$ cat src/rtl/countdown_game_core_pkg.sv
// Shared types and seven-segment glyphs for the countdown game core.
// Segment encoding is active-low, bit order gfedcba.
package countdown_pkg;

  typedef enum logic [1:0] {IDLE, RUN, WIN, LOSE} state_e;

  localparam logic [6:0] SEG_BLANK = 7'h7F;
  localparam logic [6:0] SEG_C     = 7'b1000110;
  localparam logic [6:0] SEG_L     = 7'b1000111;
  localparam logic [6:0] SEG_U     = 7'b1000001;
  localparam logic [6:0] SEG_0     = 7'b1000000;
  localparam logic [6:0] SEG_1     = 7'b1111001;
  localparam logic [6:0] SEG_2     = 7'b0100100;
  localparam logic [6:0] SEG_3     = 7'b0110000;
  localparam logic [6:0] SEG_4     = 7'b0011001;
  localparam logic [6:0] SEG_5     = 7'b0010010;
  localparam logic [6:0] SEG_6     = 7'b0000010;
  localparam logic [6:0] SEG_7     = 7'b1111000;
  localparam logic [6:0] SEG_8     = 7'b0000000;
  localparam logic [6:0] SEG_9     = 7'b0010000;

  function automatic logic [6:0] bcd_to_seg(input logic [3:0] bcd);
    logic [6:0] seg;
    case (bcd)
      4'd0:    seg = SEG_0;
      4'd1:    seg = SEG_1;
      4'd2:    seg = SEG_2;
      4'd3:    seg = SEG_3;
      4'd4:    seg = SEG_4;
      4'd5:    seg = SEG_5;
      4'd6:    seg = SEG_6;
      4'd7:    seg = SEG_7;
      4'd8:    seg = SEG_8;
      4'd9:    seg = SEG_9;
      default: seg = SEG_BLANK;
    endcase
    return seg;
  endfunction

endpackage

$ cat src/rtl/countdown_game_core_if.sv
// Player/display bus of the countdown game core. The game core is the slave;
// the board (or bench) side is the master.
interface countdown_game_core_if #(
  parameter int SW_WIDTH = 8,
  parameter int NDIGITS  = 4
) ();

  logic                start;
  logic                stop;
  logic                multiply;
  logic [SW_WIDTH-1:0] sw;
  logic [7:0]          led;
  logic [6:0]          seg;
  logic [NDIGITS-1:0]  an;
  logic                dp;

  modport master (
    output start, stop, multiply, sw,
    input  led, seg, an, dp
  );

  modport slave (
    input  start, stop, multiply, sw,
    output led, seg, an, dp
  );

endinterface

$ cat src/rtl/countdown_game_core_digit_scanner.sv
// Time-multiplexed seven-segment scanner: one digit per SCAN_DIV-cycle slot;
// an/seg/dp are registered and reload together only at slot boundaries.
module digit_scanner
  import countdown_pkg::*;
#(
  parameter int NDIGITS  = 4,
  parameter int SCAN_DIV = 65536
) (
  input  logic                    clk,
  input  logic                    reset,
  input  logic [NDIGITS-1:0][6:0] glyph_i,
  input  logic [NDIGITS-1:0]      dp_i,
  output logic [NDIGITS-1:0]      an_o,
  output logic [6:0]              seg_o,
  output logic                    dp_o
);

  localparam int DW = (SCAN_DIV > 1) ? $clog2(SCAN_DIV) : 1;
  localparam int IW = $clog2(NDIGITS);

  logic [DW-1:0]      div_q, div_d;
  logic [IW-1:0]      idx_q, idx_d, idx_nxt;
  logic [NDIGITS-1:0] an_q, an_d;
  logic [6:0]         seg_q, seg_d;
  logic               dp_q, dp_d;
  logic               slot_end;

  always_comb begin
    slot_end = (div_q == '0);
    div_d    = slot_end ? DW'(SCAN_DIV - 1) : div_q - 1'b1;
    idx_nxt  = (idx_q == IW'(NDIGITS - 1)) ? '0 : idx_q + 1'b1;
    idx_d    = idx_q;
    an_d     = an_q;
    seg_d    = seg_q;
    dp_d     = dp_q;
    if (slot_end) begin
      idx_d = idx_nxt;
      an_d  = ~(NDIGITS'(1) << idx_nxt);
      seg_d = glyph_i[idx_nxt];
      dp_d  = dp_i[idx_nxt];
    end
  end

  always_ff @(posedge clk) begin
    if (reset) begin
      div_q <= DW'(SCAN_DIV - 1);
      idx_q <= '0;
      an_q  <= ~NDIGITS'(1);
      seg_q <= SEG_BLANK;
      dp_q  <= 1'b1;
    end else begin
      div_q <= div_d;
      idx_q <= idx_d;
      an_q  <= an_d;
      seg_q <= seg_d;
      dp_q  <= dp_d;
    end
  end

  assign an_o  = an_q;
  assign seg_o = seg_q;
  assign dp_o  = dp_q;

endmodule

$ cat src/rtl/countdown_game_core.sv
// Countdown guessing game: popcount guess, one-second countdown FSM, display mux.
// Optional macro COUNTDOWN_SPLASH_EN shows "CL0." while idle.
//
// state | meaning
// IDLE  | waiting for start, count held at START_VALUE
// RUN   | counting down once per CLOCK cycles
// WIN   | stopped with count == guess, frozen until reset
// LOSE  | wrong guess or count reached 0, frozen until reset
module countdown_game_core
  import countdown_pkg::*;
#(
  parameter int CLOCK       = 50000000,
  parameter int SW_WIDTH    = 8,
  parameter int NDIGITS     = 4,
  parameter int START_VALUE = 10,
  parameter int SCAN_DIV    = 65536
) (
  input logic                  clk,
  input logic                  reset,
  countdown_game_core_if.slave bus
);

  localparam int PW = (CLOCK > 1) ? $clog2(CLOCK) : 1;

  state_e                  state_q, state_d;
  logic [6:0]              count_q, count_d;
  logic [PW-1:0]           presc_q, presc_d;
  logic [7:0]              led_q, led_d;
  logic [7:0]              pop;
  logic                    tick;
  logic [6:0]              ones, tens;
  logic [6:0]              tens_glyph;
  logic [NDIGITS-1:0][6:0] glyph;
  logic [NDIGITS-1:0]      dp_vec;

  always_comb begin
    pop = '0;
    for (int i = 0; i < SW_WIDTH; i++) pop = pop + 8'(bus.sw[i]);
    led_d = bus.multiply ? {pop[6:0], 1'b0} : pop;
  end

  // Stop takes priority over a coincident tick: judge on the undecremented count.
  always_comb begin
    tick    = (presc_q == PW'(CLOCK - 1));
    state_d = state_q;
    count_d = count_q;
    presc_d = presc_q;
    case (state_q)
      IDLE: begin
        if (bus.start) begin
          state_d = RUN;
          count_d = 7'(START_VALUE);
          presc_d = '0;
        end
      end
      RUN: begin
        if (bus.stop) begin
          state_d = ({1'b0, count_q} == led_q) ? WIN : LOSE;
        end else if (tick) begin
          presc_d = '0;
          count_d = count_q - 1'b1;
          if (count_q == 7'd1) state_d = LOSE;
        end else begin
          presc_d = presc_q + 1'b1;
        end
      end
      default: ;
    endcase
  end

  always_ff @(posedge clk) begin
    if (reset) begin
      state_q <= IDLE;
      count_q <= 7'(START_VALUE);
      presc_q <= '0;
      led_q   <= '0;
    end else begin
      state_q <= state_d;
      count_q <= count_d;
      presc_q <= presc_d;
      led_q   <= led_d;
    end
  end

  always_comb begin
    ones       = count_q % 7'd10;
    tens       = count_q / 7'd10;
    tens_glyph = (tens == '0) ? SEG_BLANK : bcd_to_seg(tens[3:0]);
    glyph      = {NDIGITS{SEG_BLANK}};
    dp_vec     = '1;
    case (state_q)
      IDLE: begin
`ifdef COUNTDOWN_SPLASH_EN
        if (NDIGITS > 2) glyph[2] = SEG_C;
        glyph[1]  = SEG_L;
        glyph[0]  = SEG_0;
        dp_vec[0] = 1'b0;
`endif
      end
      RUN: begin
        glyph[0] = bcd_to_seg(ones[3:0]);
        glyph[1] = tens_glyph;
      end
      WIN: begin
        glyph[0] = SEG_U;
        glyph[1] = tens_glyph;
      end
      LOSE: begin
        glyph[0] = SEG_L;
        glyph[1] = tens_glyph;
      end
      default: ;
    endcase
  end

  digit_scanner #(
    .NDIGITS  (NDIGITS),
    .SCAN_DIV (SCAN_DIV)
  ) u_scanner (
    .clk     (clk),
    .reset   (reset),
    .glyph_i (glyph),
    .dp_i    (dp_vec),
    .an_o    (bus.an),
    .seg_o   (bus.seg),
    .dp_o    (bus.dp)
  );

  assign bus.led = led_q;

endmodule

$ cat src/flat_wrapper.sv
// flat-port wrapper written by rule: the top's interface ports become plain ports
module countdown_game_core_flat import countdown_pkg::*;
#(
  parameter int CLOCK       = 50000000,
  parameter int SW_WIDTH    = 8,
  parameter int NDIGITS     = 4,
  parameter int START_VALUE = 10,
  parameter int SCAN_DIV    = 65536
)
  (clk, reset, bus_start, bus_stop, bus_multiply, bus_sw, bus_led, bus_seg, bus_an, bus_dp);
  countdown_game_core_if #(.SW_WIDTH(SW_WIDTH), .NDIGITS(NDIGITS)) bus_i ();
  input logic clk;
  input logic reset;
  input wire logic [$bits(bus_i.start)-1:0] bus_start;
  input wire logic [$bits(bus_i.stop)-1:0] bus_stop;
  input wire logic [$bits(bus_i.multiply)-1:0] bus_multiply;
  input wire logic [$bits(bus_i.sw)-1:0] bus_sw;
  output wire logic [$bits(bus_i.led)-1:0] bus_led;
  output wire logic [$bits(bus_i.seg)-1:0] bus_seg;
  output wire logic [$bits(bus_i.an)-1:0] bus_an;
  output wire logic [$bits(bus_i.dp)-1:0] bus_dp;
  assign bus_i.start = bus_start;
  assign bus_i.stop = bus_stop;
  assign bus_i.multiply = bus_multiply;
  assign bus_i.sw = bus_sw;
  assign bus_led = bus_i.led;
  assign bus_seg = bus_i.seg;
  assign bus_an = bus_i.an;
  assign bus_dp = bus_i.dp;
  countdown_game_core #(.CLOCK(CLOCK), .SW_WIDTH(SW_WIDTH), .NDIGITS(NDIGITS), .START_VALUE(START_VALUE), .SCAN_DIV(SCAN_DIV)) u_core (.clk(clk), .reset(reset), .bus(bus_i));
endmodule
$ cat config.mk
export PLATFORM = sky130hd
export DESIGN_NAME = countdown_game_core_flat
export DESIGN_NICKNAME = d
export VERILOG_FILES = /design/src/rtl/countdown_game_core_pkg.sv /design/src/rtl/countdown_game_core_if.sv /design/src/rtl/countdown_game_core_digit_scanner.sv /design/src/rtl/countdown_game_core.sv /design/src/flat_wrapper.sv
export SDC_FILE = /design/constraint.sdc
export NUM_CORES = 1
export LEC_CHECK = 0
export CAP_MARGIN = 20
export CELL_PAD_IN_SITES_DETAIL_PLACEMENT = 0
export CELL_PAD_IN_SITES_GLOBAL_PLACEMENT = 1
export CORE_AREA = 3 3 100 102
export CTS_BUF_LIST = sky130_fd_sc_hd__clkbuf_8
export CTS_CLUSTER_DIAMETER = 200
export DETAILED_ROUTE_END_ITERATION = 10
export DIE_AREA = 0 0 103 105
export HOLD_SLACK_MARGIN = 0.08
export PLACE_DENSITY_LB_ADDON = 0.3
export SETUP_SLACK_MARGIN = 0.15
export SLEW_MARGIN = 20
export SYNTH_ARGS = -nofsm -noshare
export SYNTH_HDL_FRONTEND = slang
export SYNTH_SLANG_ARGS = --single-unit
export TNS_END_PERCENT = 100
$ cat constraint.sdc
create_clock -name clk -period 7.82 [get_ports clk]
set_clock_uncertainty 0.15 [all_clocks]
set_input_delay 1.564 -clock clk [delete_from_list [all_inputs] [get_ports clk]]
set_output_delay 1.564 -clock clk [all_outputs]
set_load 0.05 [all_outputs]
# Word level (Yosys, flattened, before mapping)
# Memory sizes are Yosys's and may differ from the RTL's.
# Index checks and enable logic that the tools add are counted.
word_totals:
  reg_bits: 73
  rom_bits: 224
  inputBits: 13
  mem_count: 2
classes:
  addsub: 11
  div_mod_pow: 2
  magnitude_cmp: 1
  n_eq_ne: 12
  n_shift: 1
  muxes: 22
  n_bitwise: 1
  n_reduce_logical: 9
mem_list:
  columns: ["memory", "depth", "width", "read_ports", "rd_ports_with_merged_regs", "write_ports", "line", "text"]
  rows:
  - ["(no name shown)", 16, 7, 1, 0, 0, "countdown_game_core_pkg.sv:24", "case (bcd)"]
  - ["(no name shown)", 16, 7, 1, 0, 0, "countdown_game_core_pkg.sv:24", null]
ops:
  columns: ["op", "n"]
  rows:
  - ["26-bit 2-to-1 mux", 3]
  - ["26-bit one-hot mux with 2 select lines", 1]
  - ["8-bit by 1-bit adder with 8-bit output", 6]
  - ["14-bit one-hot mux with 3 select lines", 1]
  - ["7-bit 2-to-1 mux", 5]
  - ["26-bit by 1-bit adder with 26-bit output (second input constant)", 1]
  - ["26-bit equality test (second input constant)", 1]
  - ["16-bit zero test", 1]
  - ["16-bit by 1-bit subtractor with 16-bit output (second input constant)", 1]
  - ["7-bit binary-select mux with 2-bit select", 1]
  - ["7-bit one-hot mux with 2 select lines", 1]
  - ["2-bit 2-to-1 mux", 5]
  - ["7-bit by 8-bit equality test with 1-bit output", 1]
  - ["8-bit 2-to-1 mux", 1]
  - ["4-bit AND reduction", 2]
  - ["7-bit by 4-bit divider with 7-bit output (second input constant)", 1]
  - ["7-bit by 1-bit equality test with 1-bit output (second input constant)", 1]
  - ["7-bit zero test", 1]
  - ["7-bit by 4-bit modulo with 7-bit output (second input constant)", 1]
  - ["7-bit by 1-bit subtractor with 7-bit output (second input constant)", 1]
  - ["2-bit equality test (second input constant)", 3]
  - ["3-bit by 2-bit != test with 1-bit output (second input constant)", 2]
  - ["2-bit != test (second input constant)", 2]
  - ["4-bit NOT", 1]
  - ["13 further kinds", 15]

# Depth between registers and ports, before layout
# Gate-level depths: netlist (run 1).
depth:
  word_depth: 8
  mapped_depth: 17
  depth_no_buf: 14

# Cells and area by module
# Synthesis (run 1) repeated with hierarchy kept, for this count alone.
unflattened:
  hier_cells: 551
  hier_area_um2: 4638.2
by_module_without_submodules:
  columns: ["module", "instances", "cells_each", "area_each_um2", "seq_area_each_um2"]
  rows:
  - ["countdown_game_core", 1, 402, 3219.3, 800.8]
  - ["digit_scanner", 1, 149, 1418.9, 600.6]

# Worst setup path after synthesis (run 1)
# OpenSTA, ideal clock, no wires.
synth_timing:
  kind: "in2reg"
  start: "input port bus_sw[0]"
  end: "register u_core.led_q[2] (netlist: u_core.bus.led[2])"
  setup_time_ns: 0.065
  arrival_time_ns: 4.005
  t_required_ns: 7.605
  setup_slack_ns: 3.600
  stages: 10
  n_path_buf: 0
  path_cell_list: "ha_1 inv_1 fa_1 fa_1 inv_1 fa_1 inv_1 fa_1 mux2_2 nor2_1"
synth_via:
  elab_chain_cells: 8
synth_lines:
  columns: ["item", "line", "text"]
  rows:
  - ["from (decl)", "flat_wrapper.sv:17", "input wire logic [$bits(bus_i.sw)-1:0] bus_sw;"]
  - ["1-bit by 1-bit adder with 2-bit output", "countdown_game_core.sv:38", "for (int i = 0; i < SW_WIDTH; i++) pop = pop + 8'(bus.sw[i]);"]
  - ["8-bit by 1-bit adder with 8-bit output (6 in series)", "countdown_game_core.sv:38", null]
  - ["8-bit 2-to-1 mux", "countdown_game_core.sv:39", "led_d = bus.multiply ? {pop[6:0], 1'b0} : pop;"]
  - ["to (signal assigned)", "countdown_game_core.sv:81", "led_q <= led_d;"]
  - ["to (decl)", "countdown_game_core.sv:28", "logic [7:0] led_q, led_d;"]
# No other way between the ends.
# A chain may end at the register's enable or synchronous reset.

# Worst setup path after layout (run 1)
# Ends and elaborated chain as after synthesis.

==> results.yml, run 1 <==
layout:
  final_common_cell: "nor2_1"
  multi_input_area_sq_um: 2820
  n_antenna_cell: 0
  nNetsFinal: 608
  fillers: 888
  layout_common_cells: "72 x nor2_1, 69 x dfxtp_1, 51 x nand2_1"
  area_delta_synth_final_pct: 12.5
  regArea_sq_um: 1380
  drive_gt1_share_pct: 6.83
drt:
  dr.first_iter.drc_count: 228
  dr_total_vias: 3830
  drtPass1Iterations: 4
  drt-total-wl_mm: 9.73
  drc: 0
  drtAntennaViolNets: 0
  wl_per_cell_um: 14.3
  vias_per_cell: 5.62
min_path:
  hold_class: "reg2reg"
  min_delay_path_depth: 1
grt:
  grt_pass1_vias: 3591
  grt_util_met2_pct: 28.7
  overflow: 0
  use_met3_pct: 4.94
  grt_max_degree: 29
  grt_busiest_layer: "met2"
  grt_pass1_wl_mm: 17.0
  use_met1_pct: 27.1
  antenna_found_initial: 0
  grt_use_total_pct: 19.1
job:
  cap_violations: 0
setup_path:
  required_ns: 7.94
  timing.rr.start: "u_core.count_q[5]$_SDFFE_PP0P_"
  critical-path-top-delay-family: "adder cells"
  crit_fanout: 2
  worst_setup_path_end_kind: "register"
  cpMostUsedCell: "fa_1"
  r2r_slack_ns: 3.77
  crit_chain: "clkdlybuf4s50_1 -> ha_1 -> inv_1 -> fa_1 -> fa_1 -> inv_1 -> fa_1 -> inv_1 -> fa_1 -> mux2_2 -> nor2_1"
  crit_buf_inv: 4
  cp.arrival_ns: 4.53
  cpPeakStageDelay_ns: 0.50
  r2r_end: "u_core.u_scanner.seg_o[3]$_SDFFE_PP1P_"
  cpMaxStageDelayCell: "fa_1"
  startpoint: "bus_sw[0]"
  r2r.worst_path.cells: 14
  cp-start-kind: "input pin"
  crit_cells: 11
  critPathCapture: "u_core.bus.led[2]$_SDFF_PP0_"
  worstSetupPathType: "in2reg"
timing:
  period_share_pct: 56.3
  period_needed_ns: 4.41
  hold_ws_ns: 0.252
  fmax_mhz: 227
  rsz0062_at_grt: "false"
  hold_viol_final: 0
  final_max_slew_viol_count: 0
  maxSlewHeadroom_pct: 42.1
  fin_tns_setup_ns: 0
  worst_slew_pin_slew_ns: 0.865
  setup_viol_count_final: 0
cts:
  ctsHoldBuffers: 0
  cts_tree: "yes"
  worstSkewPairLatency_ns: 0.34
  clockRootBuffer: "clkbuf_8"
  clkTransAtPathRegs_ns: 0.08
  cts_resized: 0
  clock_path_buffers: 2
  clock-sinks: 69
  cts_buffers: 9
  cts_setup_buffers: 0
  h-tree-depth: 3
die:
  fp-row-count: 35
  die_area_sq_um: 10800
  dieHeight_um: 105
  coreArea_sq_um: 9200
  die_w_um: 103
  start_util_pct: 48.2
  top_level_ports: 33
power:
  ir_worst_vdd_v: 0.000144
  leakagePower_uw: 0.00185
  powerDensity_nw_per_um2: 175
outcome:
  status: "completed"
yosys:
  synth.distinct_cells: 76
  syn_avg_cell_area_sq_um: 8.07
  yosysWarnings: 0
  synthFlopType: "dfxtp_1"
  ys_ff_latch: 69
  syn_area_sq_um: 4430
  synth-seq-area-share_pct: 31.2
  synth_cells: 549
  synth-edff-count: 0
  async_reset_ff_share_pct: 0
place:
  globalplace.congestion: 0.898
  io_buffers: 28
  dpl.hpwl_mm: 7.24
==> cells in the mapped netlist (all sizes together), types with 4 or more instances <==
master / number / share of area (%)
nor4: 10 / 1.6
nor3: 21 / 2.5
mux2i: 4 / 0.90
or3: 4 / 0.56
clkbuf: 15 / 1.3
ha: 25 / 7.1
buf: 11 / 1.7
nor2: 72 / 6.1
nand4: 14 / 2.0
a31oi: 8 / 1.1
dfxtp: 69 / 31
o21ai: 18 / 2.0
inv: 28 / 2.4
nand2b: 10 / 1.6
xnor2: 22 / 4.3
a22oi: 5 / 1.2
a21oi: 32 / 3.7
nand3b: 6 / 1.0
and3: 4 / 0.56
or2: 4 / 0.56
nor2b: 7 / 0.99
fa: 4 / 1.8
a211oi: 8 / 1.5
o22ai: 5 / 0.71
xor2: 22 / 4.3
nand2: 51 / 4.3
nand3: 18 / 2.0
==> state kept, by name, indices dropped and copies added (netlist names) <==
register / flops
u_core.u_scanner.div_q: 16
u_core.presc_q: 26
u_core.bus.led: 5
u_core.u_scanner.an_o: 4
u_core.u_scanner.idx_q: 2
u_core.state_q: 2
u_core.count_q: 7
u_core.u_scanner.seg_o: 7
==> report_power, final <==
group | internal [uW] | switching (uW) | total, uW | leakage (uW)
Sequential | 359 | 11.0 | 370 | 0.000559
Clock | 213 | 140 | 353 | 0.000124
Combinational | 58.8 | 92.0 | 151 | 0.00117
Total | 632 | 243 | 874 | 0.00185
==> routing by layer <==
metal | part of all wire (%) | routed length (um) | vias to the layer above
met3 | 5.1 | 493 | 10
met1 | 49 | 4740 | 1769
met4 | 1.0 | 97 | 0
met2 | 45 | 4400 | 87
met5 | 0 | 0 | -
li1 | - | - | 1964
==> how the worst min path moves through the flow <==
stage	start	to
2_1_floorplan	u_core.u_scanner.div_q[0]$_SDFF_PP1_	u_core.u_scanner.div_q[0]$_SDFF_PP1_
3_5_place_dp	u_core.u_scanner.div_q[0]$_SDFF_PP1_	u_core.u_scanner.div_q[0]$_SDFF_PP1_
5_1_grt	u_core.u_scanner.div_q[0]$_SDFF_PP1_	u_core.u_scanner.div_q[0]$_SDFF_PP1_
4_1_cts	u_core.u_scanner.div_q[0]$_SDFF_PP1_	u_core.u_scanner.div_q[0]$_SDFF_PP1_
6_report	u_core.u_scanner.div_q[0]$_SDFF_PP1_	u_core.u_scanner.div_q[0]$_SDFF_PP1_
3_3_place_gp	u_core.u_scanner.div_q[0]$_SDFF_PP1_	u_core.u_scanner.div_q[0]$_SDFF_PP1_
==> metrics by stage <==
step	area (sq um)	utilization (%)	total power (uW)	worst slack (ns)	std cells
3_5_place_dp	4740	51.6	530	3.05	666
2_1_floorplan	4440	-	491	3.60	551
6_report	4990	54.2	874	3.41	682
5_1_grt	4990	54.2	914	3.31	682
3_3_place_gp	4740	51.6	525	3.14	666
4_1_cts	4990	54.2	884	3.41	682
==> final cells by class <==
| cell class | count | share of cell area, % |
|---|---|---|
| clock buffers | 9 | 2.48 |
| multi-input cells | 428 | 56.5 |
| repair buffers | 30 | 5.92 |
| clock inverters | 7 | 2.43 |
| flip-flops and latches | 69 | 27.7 |
| inverters | 28 | 2.16 |
| well taps | 111 | 2.78 |
==> logic make-up (layout without fill, tap and decap cells) <==
logic type               after synthesis  after routing  synth area share (%)
XOR/XNOR                              44             44                  8.69
buffers and inverters                 54             74                  5.39
multiplexers                           7              7                  1.83
AO/OA/AOI/OAI                        106            106                  16.9
adder cells (fa/ha/maj)               30             30                  9.09
flip-flops                            69             69                  31.2
other                                  2              4                 0.169
AND/OR/NAND/NOR                      237            237                  26.8
Note: power is estimated with default switching activity, not from simulation.
==> inputs of run 2 (changes only) <==
CORE_AREA = 3 3 103 105   (was 3 3 100 102)
DIE_AREA = 0 0 106 108   (was 0 0 103 105)
clock period = 4.4 ns   (was 7.82 ns; I/O delays follow)
==> results.yml, run 2 (synthesis results as in run 1) <==
place:
  dp_cells: 696
  globalplace.congestion: 0.855
  placed_area_sq_um: 4830
  io_buffers: 28
  dpl.hpwl_mm: 7.49
cts:
  worstSkewPairLatency_ns: 0.34
  cts_buffers: 9
  cts_setup_buffers: 0
  clock_path_buffers: 2
  clock-sinks: 69
  clkTransAtPathRegs_ns: 0.07
  h-tree-depth: 3
  clockRootBuffer: "clkbuf_8"
  cts_tree: "yes"
  cts_resized: 0
  ctsHoldBuffers: 0
drt:
  drc: 0
  drtAntennaViolNets: 0
  wl_per_cell_um: 14.0
  drtPass1Iterations: 4
  vias_per_cell: 5.36
  dr_total_vias: 3815
  dr.first_iter.drc_count: 155
  drt-total-wl_mm: 9.98
timing:
  fmax_mhz: 267
  hold_viol_final: 0
  period_share_pct: 85.3
  period_needed_ns: 3.75
  final_max_slew_viol_count: 0
  hold_ws_ns: 0.252
  worst_slew_pin_slew_ns: 0.865
  maxSlewHeadroom_pct: 42.1
  rsz0062_at_grt: "false"
  setup_viol_count_final: 0
  fin_tns_setup_ns: 0
setup_path:
  startpoint: "u_core.count_q[5]$_SDFFE_PP0P_"
  cp.arrival_ns: 3.83
  cpPeakStageDelay_ns: 0.52
  worst_setup_path_end_kind: "register"
  r2r.worst_path.cells: 14
  cp-start-kind: "register"
  cpMaxStageDelayCell: "dfxtp_1"
  r2r_end: "u_core.u_scanner.seg_o[3]$_SDFFE_PP1P_"
  required_ns: 4.48
  crit_chain: "nand2b_2 -> a22oi_1 -> o22ai_1 -> nor2_1 -> ha_1 -> o221ai_4 -> xnor2_1 -> inv_1 -> ha_1 -> nor3b_1 -> nor3_1 -> and4_1 -> nor2_1 -> o32a_1"
  r2r_slack_ns: 0.65
  critical-path-top-delay-family: "simple AND/OR/NAND/NOR gates"
  crit_buf_inv: 1
  timing.rr.start: "u_core.count_q[5]$_SDFFE_PP0P_"
  crit_fanout: 10
  worstSetupPathType: "reg2reg"
power:
  p_sw_uw: 442
  ir_worst_vdd_v: 0.000195
  leakagePower_uw: 0.00187
  switching_share_pct: 30.1
  powerDensity_nw_per_um2: 292
  combPwrFrac_pct: 18.9
  seqPwrFrac_pct: 44.6
  power.share.clock_pct: 36.5
  internal_power_uw: 1030
layout:
  utilization_pct: 51.8
  n_antenna_cell: 0
  largest_reg_flops: 26
  nNetsFinal: 616
  drive_gt1_share_pct: 8.12
  final_common_cell: "nor2_1"
  stdcell_count: 712
  top_register: "u_core.presc_q"
  layout_common_cells: "72 x nor2_1, 69 x dfxtp_1, 51 x nand2_1"
  area_delta_synth_final_pct: 13.7
  design_area_sq_um: 5040
  top_regs: "u_core.presc_q: 26 flops, u_core.u_scanner.div_q: 16 flops"
grt:
  antenna_found_initial: 0
  grt_pass1_vias: 3680
  grt_pass1_wl_mm: 17.2
  overflow: 0
  grt_use_total_pct: 18.2
  grt_max_degree: 28
outcome:
  status: "completed"
min_path:
  min_delay_path_depth: 1
  hold_class: "reg2reg"
  holdPathEnd: "u_core.u_scanner.div_q[0]$_SDFF_PP1_"
  hp-start: "u_core.u_scanner.div_q[0]$_SDFF_PP1_"
die:
  start_util_pct: 45.6
  die_area_sq_um: 11400
  die_w_um: 106
  top_level_ports: 33
  dieHeight_um: 108
  coreArea_sq_um: 9730
  fp-row-count: 36
job:
  cap_violations: 0
run 2: changes by cell type in the layout (fill, tap and decap cells not counted), sizes merged:
cell,previous run,this run
clkbuf,9,10
clkinvlp,0,3
bufinv,3,1
clkinv,3,1
buf,2,10
run 2: power groups by stage:
stage | Sequential [uW] | Combinational, uW | Clock (uW)
5_1_grt | 657 | 308 | 584
3_5_place_dp | 670 | 277 | 0
2_1_floorplan | 687 | 187 | 0
4_1_cts | 655 | 278 | 550
3_3_place_gp | 670 | 270 | 0
6_report | 655 | 277 | 537
run 2: per-stage QoR:
step / power (uW) / setup WS (ns)
detailed placement: 947 / 0.302
CTS: 1480 / 0.675
floorplan: 873 / 0.864
global route: 1550 / 0.281
finish: 1470 / 0.649
global placement: 940 / 0.399
run 2: final cells by class:
| cell class | instances | area, sq um |
|---|---|---|
| fillers | 975 | 4690 |
| multi-input cells | 428 | 2820 |
| flip-flops and latches | 69 | 1380 |
| repair buffers | 38 | 355 |
| well taps | 133 | 166 |
| clock buffers | 10 | 138 |
| inverters | 28 | 108 |
| clock inverters | 6 | 70.1 |
run 2: how the worst max path moves through the flow:
| stage | end | slack, ns | cells past startpoint |
|---|---|---|---|
| floorplan | u_core.bus.led[2]$_SDFF_PP0_ | 0.86 | 10 |
| global placement | u_core.bus.led[2]$_SDFF_PP0_ | 0.40 | 11 |
| global route | u_core.u_scanner.seg_o[3]$_SDFFE_PP1P_ | 0.28 | 14 |
| detailed placement | u_core.bus.led[2]$_SDFF_PP0_ | 0.30 | 11 |
| finish | u_core.u_scanner.seg_o[3]$_SDFFE_PP1P_ | 0.65 | 14 |
| CTS | u_core.u_scanner.seg_o[3]$_SDFFE_PP1P_ | 0.67 | 14 |
run 2: routing by layer:
layer / track usage, % / vias to the layer above / wire (um) / share of wire (%)
li1: - / 1972 / - / -
met1: 25.2 / 1761 / 5010 / 50
met2: 28.5 / 74 / 4430 / 44
met3: 4.24 / 8 / 458 / 4.6
met4: 4.90 / 0 / 74 / 0.74
met5: 0 / - / 0 / 0
==> inputs of run 3 (changes only) <==
SLEW_MARGIN = unset   (was 20)
==> results of run 3 <==
No change in the layout: final DEF, timing and power equal those of run 2.
